<file path="src/rtl/cnna_mul_share_arb.sv">
// ============================================================================
//  Module   : cnna_mul_share_arb
//  Brief    : Round-robin arbiter sharing one 10b-unsigned x 16b-signed
//             multiplier between NUM_REQ requesters, one registered result.
//             Optional macro CNNA_MUL_ARB_CONTENTION_CNT_EN adds a saturating
//             contention counter output.
//  Revision : 1.0 - initial release
// ============================================================================
`default_nettype none

module cnna_mul_share_arb #(
   parameter int NUM_REQ = 4,
   parameter int ID_W    = 2
) (
   input  logic                    ap_clk,
   input  logic                    ap_rst,
   input  logic [NUM_REQ-1:0]      req_valid,
   output logic [NUM_REQ-1:0]      req_ready,
   input  logic [NUM_REQ*10-1:0]   req_a,
   input  logic [NUM_REQ*16-1:0]   req_b,
   output logic                    res_valid,
   input  logic                    res_ready,
   output logic [ID_W-1:0]         res_id,
`ifdef CNNA_MUL_ARB_CONTENTION_CNT_EN
   output logic [15:0]             contention_cnt,
`endif
   output logic signed [25:0]      res_p
);

   localparam int c_a_w = 10;
   localparam int c_b_w = 16;
   localparam int c_p_w = 26;

   logic                    r_res_valid;
   logic signed [c_p_w-1:0] r_res_p;
   logic [ID_W-1:0]         r_res_id;
   logic [ID_W-1:0]         r_rr_ptr;

   logic                    w_slot_free;
   logic                    w_any_valid;
   logic                    w_xfer;
   logic [ID_W-1:0]         w_grant_id;
   logic [ID_W-1:0]         w_next_ptr;
   logic [c_a_w-1:0]        w_a;
   logic [c_b_w-1:0]        w_b;
   logic signed [c_p_w-1:0] w_a_ext;
   logic signed [c_p_w-1:0] w_b_ext;
   logic signed [c_p_w-1:0] w_prod;
   int                      w_idx;

   assign w_slot_free = !r_res_valid || res_ready;
   assign w_xfer      = w_any_valid && w_slot_free;

   // Rotating search starting at r_rr_ptr; the first valid index found wins.
   always_comb begin
      w_idx       = 0;
      w_any_valid = 1'b0;
      w_grant_id  = '0;
      for (int k = 0; k < NUM_REQ; k++) begin
         w_idx = int'(r_rr_ptr) + k;
         if (w_idx >= NUM_REQ) begin
            w_idx = w_idx - NUM_REQ;
         end
         if (!w_any_valid && req_valid[w_idx]) begin
            w_any_valid = 1'b1;
            w_grant_id  = ID_W'(w_idx);
         end
      end
   end

   always_comb begin
      w_a       = '0;
      w_b       = '0;
      req_ready = '0;
      for (int i = 0; i < NUM_REQ; i++) begin
         if (w_grant_id == ID_W'(i)) begin
            w_a          = req_a[i*c_a_w +: c_a_w];
            w_b          = req_b[i*c_b_w +: c_b_w];
            req_ready[i] = w_xfer && !ap_rst;
         end
      end
   end

   assign w_next_ptr = (int'(w_grant_id) == NUM_REQ-1) ? '0 : w_grant_id + ID_W'(1);

   // Operands widened to the full product width so the multiply is exact.
   assign w_a_ext = {{(c_p_w-c_a_w){1'b0}}, w_a};
   assign w_b_ext = {{(c_p_w-c_b_w){w_b[c_b_w-1]}}, w_b};
   assign w_prod  = w_a_ext * w_b_ext;

   always_ff @(posedge ap_clk) begin
      if (ap_rst) begin
         r_res_valid <= 1'b0;
         r_res_p     <= '0;
         r_res_id    <= '0;
         r_rr_ptr    <= '0;
      end else if (w_xfer) begin
         r_res_valid <= 1'b1;
         r_res_p     <= w_prod;
         r_res_id    <= w_grant_id;
         r_rr_ptr    <= w_next_ptr;
      end else if (w_slot_free) begin
         r_res_valid <= 1'b0;
      end
   end

   assign res_valid = r_res_valid;
   assign res_p     = r_res_p;
   assign res_id    = r_res_id;

`ifdef CNNA_MUL_ARB_CONTENTION_CNT_EN
   logic [15:0] r_contention_cnt;
   logic        w_multi_valid;

   // Clearing the lowest set bit leaves something only if two or more are set.
   assign w_multi_valid = (req_valid & (req_valid - NUM_REQ'(1))) != '0;

   always_ff @(posedge ap_clk) begin
      if (ap_rst) begin
         r_contention_cnt <= '0;
      end else if (w_slot_free && w_multi_valid && (r_contention_cnt != 16'hFFFF)) begin
         r_contention_cnt <= r_contention_cnt + 16'd1;
      end
   end

   assign contention_cnt = r_contention_cnt;
`endif

endmodule

`default_nettype wire

</file>
<file path="config.mk">
export PLATFORM = sky130hd
export DESIGN_NAME = cnna_mul_share_arb
export DESIGN_NICKNAME = d
export VERILOG_FILES = /design/src/rtl/cnna_mul_share_arb.sv
export SDC_FILE = /design/constraint.sdc
export NUM_CORES = 1
export LEC_CHECK = 0
export ABC_AREA = 1
export BUFFER_PORTS_ARGS = -buffer_cell sky130_fd_sc_hd__buf_2
export CAP_MARGIN = 15
export CORE_AREA = 5 5 148 150
export DETAILED_ROUTE_END_ITERATION = 10
export DIE_AREA = 0 0 153 155
export PLACE_DENSITY_LB_ADDON = 0.25
export SYNTH_ARGS = -nofsm -noshare
export SYNTH_HDL_FRONTEND = slang
export SYNTH_SLANG_ARGS = --single-unit
export TNS_END_PERCENT = 100
</file>
<file path="constraint.sdc">
create_clock -name ap_clk -period 9.35 [get_ports ap_clk]
set_clock_uncertainty 0.2 [all_clocks]
set_input_delay 1.87 -clock ap_clk [delete_from_list [all_inputs] [get_ports ap_clk]]
set_output_delay 1.87 -clock ap_clk [all_outputs]
set_load 0.02 [all_outputs]
</file>
==> metrics <==
WP data arrival ~8700 ps; drt drc 0; Post-synth EDFFs 0; sequential share of the synthesized area just over 7%; critical path peak fanout 27; Area Growth Syn to Fin 12.8%; TritonCTS clock tree built; Yosys top cell area share between 30% and 40%; YS warnings 0; Syn Inst Count ~1300; top cells by area, synth fa_1 (32%), nand2_1 (14%), inv_1 (14%); r2r setup slk ~1600 ps; type of origin of the critical path input pin; routability congestion estimate between 0.9 and 1; Setup Fix Bufs, Post-CTS 0; core region area approximately 21000 um2; Synth Cell Area roughly 9000 um2; Hold/Removal Path Class register to register; global-route wire length before repair around 40000 um; RSZ-0062 raised after global routing no; latest clock arrival within the worst-skew pair approximately 270 ps; buffer depth of the longest clock path 2; Worst R2R Start r_rr_ptr[0]; Std-Cell Rows between 50 and 60; Die ar. between 20000 and 25000 um2; hold_sp res_p[10]; Crit Reg-Reg Endpoint res_p[23]; Die W between 150 and 200 um; initial antenna violation count 0; share of cells above drive strength 1 about 13%; Reg clk slew, reported paths roughly 50 ps; #FFs+latches synth 31; ys flop type dfxtp_1; CTS Sinks 31; Min-Delay Endpoint res_p[10]; Post-DRT Antenna Nets 0; post-layout minimum cycle time ~8700 ps; Async SR Flop Fraction 0%; crit-path most repeated cell nand2_1; Syn Area/Cell about 6.7 um2; vias in the first global route 8583; Final #Nets between 1500 and 2000; crit-path leading delay family adder cells; Total GRT Usage around a fifth; commonest cells in the netlist nand2_1 (338), inv_1 (318), nor2_1 (153), fa_1 (142), nand3_1 (69); DR vias about 8400; Final setup viols 0; max-slew violation count 0; Routed WL 23700 um; Period Utilization, post-route 93.3%; Pre-antenna DRT Iters 5; max-cap viol count 0; Post-Layout Inst Area 9940 um2; die height around 160 um; Tightest Pin Transition 817 ps; Post-DP Area a little under 10000 um2; hpwl dp 20300 um; Yosys cell types 34; CP Data Required Time roughly 9300 ps; WS Path Type input pin to register; DR WL/cell ~14 um; Worst slew margin 45.5%; CP endpoint kind register; clock buffer count from CTS 5; DRT iter0 DRCs 483; antenna cells 0; Remaining Overflow, GRT 0; Crit. path cell count 35; Setup TNS Final 0 ps; status completed; count leader, synth nand2_1; WHS Path Cells 2; Buffers on Ports between 100 and 150; vias per inst 4.87; Top Ports roughly 140; Final Hold Fails 0; fill count between 2000 and 2500; Max Freq approximately 110 MHz; Buf/Inv on CP 10; Synth Net Count 1633; # H-tree levels 2; Synth area leader fa_1; Initial Utilization 42.8%; worst reg2reg path depth 34; clk root buf clkbuf_16; largest net degree at the start of global routing 47; CP peak stage delay about 640 ps; Worst path slowest cell fa_1
[final cells by class]
type | count | area, um2 | area share, %
Clock buffer | 7 | 133 | 1.33
Clock inverter | 1 | 5.00 | 0.0504
Inverter | 333 | 1250 | 12.6
Multi-Input combinational cell | 915 | 6740 | 67.9
Sequential cell | 31 | 621 | 6.25
Tap cell | 275 | 344 | 3.46
Timing Repair Buffer | 158 | 841 | 8.46
[worst max path at each step]
stage | from | end | slack, ps
after floorplan | req_valid[0] | res_p[25] | 1320
after detailed placement | req_valid[2] | res_p[25] | 210
after CTS | req_valid[2] | res_p[25] | 460
final | req_valid[2] | res_p[23] | 630
after global routing | req_valid[2] | res_p[21] | 80
after global placement | req_valid[2] | res_p[23] | 320
[cell families after synthesis]
| kind of cell | after synthesis | share of synthesized area, % |
|---|---|---|
| buf+inv | 372 | 16.5 |
| flops | 31 | 7.05 |
| simple gates | 585 | 26.7 |
| compound gates | 114 | 7.36 |
| xor+xnor | 12 | 1.28 |
| fa+ha+maj | 204 | 41.1 |
[worst register-to-register path, delay by kind of cell (launching register included)]
| family | cells | cell delay (ps) |
|---|---|---|
| AO/OA/AOI/OAI | 4 | 560 |
| buffers and inverters | 8 | 1050 |
| flip-flops | 1 | 660 |
| adder cells (fa/ha/maj) | 7 | 3300 |
| AND/OR/NAND/NOR | 15 | 1850 |
[state kept, by name, summed over array words and instances, names as in the netlist]
register	flops
res_p	26
res_valid	1
res_id	2
r_rr_ptr	2
[layer usage]
| layer | global-route usage [%] | vias up | share of wire (%) |
|---|---|---|---|
| li1 | - | 4157 | - |
| met1 | 25.1 | 4021 | 41 |
| met2 | 38.9 | 169 | 53 |
| met3 | 1.47 | 36 | 3.3 |
| met4 | 4.62 | 0 | 2.3 |
| met5 | 0 | - | 0 |
[through the flow]
stage / setup slack, ps / instances / util [%] / hold slack [ps]
6_report: 625 / 1720 / 48.3 / 266
5_1_grt: 78.8 / 1720 / 48.3 / 295
4_1_cts: 460 / 1720 / 48.3 / 267
3_5_place_dp: 211 / 1712 / 47.6 / 259
3_3_place_gp: 318 / 1712 / 47.6 / 257
2_1_floorplan: 1320 / 1318 / - / 335
[layout by cell type (no fill, tap or decap), drive strengths merged, types with 7 or more instances in the layout]
| cell | count |
|---|---|
| nand2 | 342 |
| o21ai | 30 |
| fa | 142 |
| clkbuf | 7 |
| inv | 322 |
| clkinv | 12 |
| nand4 | 13 |
| buf | 158 |
| a22oi | 22 |
| ha | 62 |
| xor2 | 9 |
| nor2 | 154 |
| dfxtp | 31 |
| a21oi | 56 |
| nand3 | 71 |
[timing repair]
action,4_1_cts,5_1_grt
gates resized for setup,0,4
hold buffers,0,0
setup endpoints to repair,0,4
Power is not shown: default switching activity piles up to over one toggle a cycle in this logic, so the estimate is an artifact.
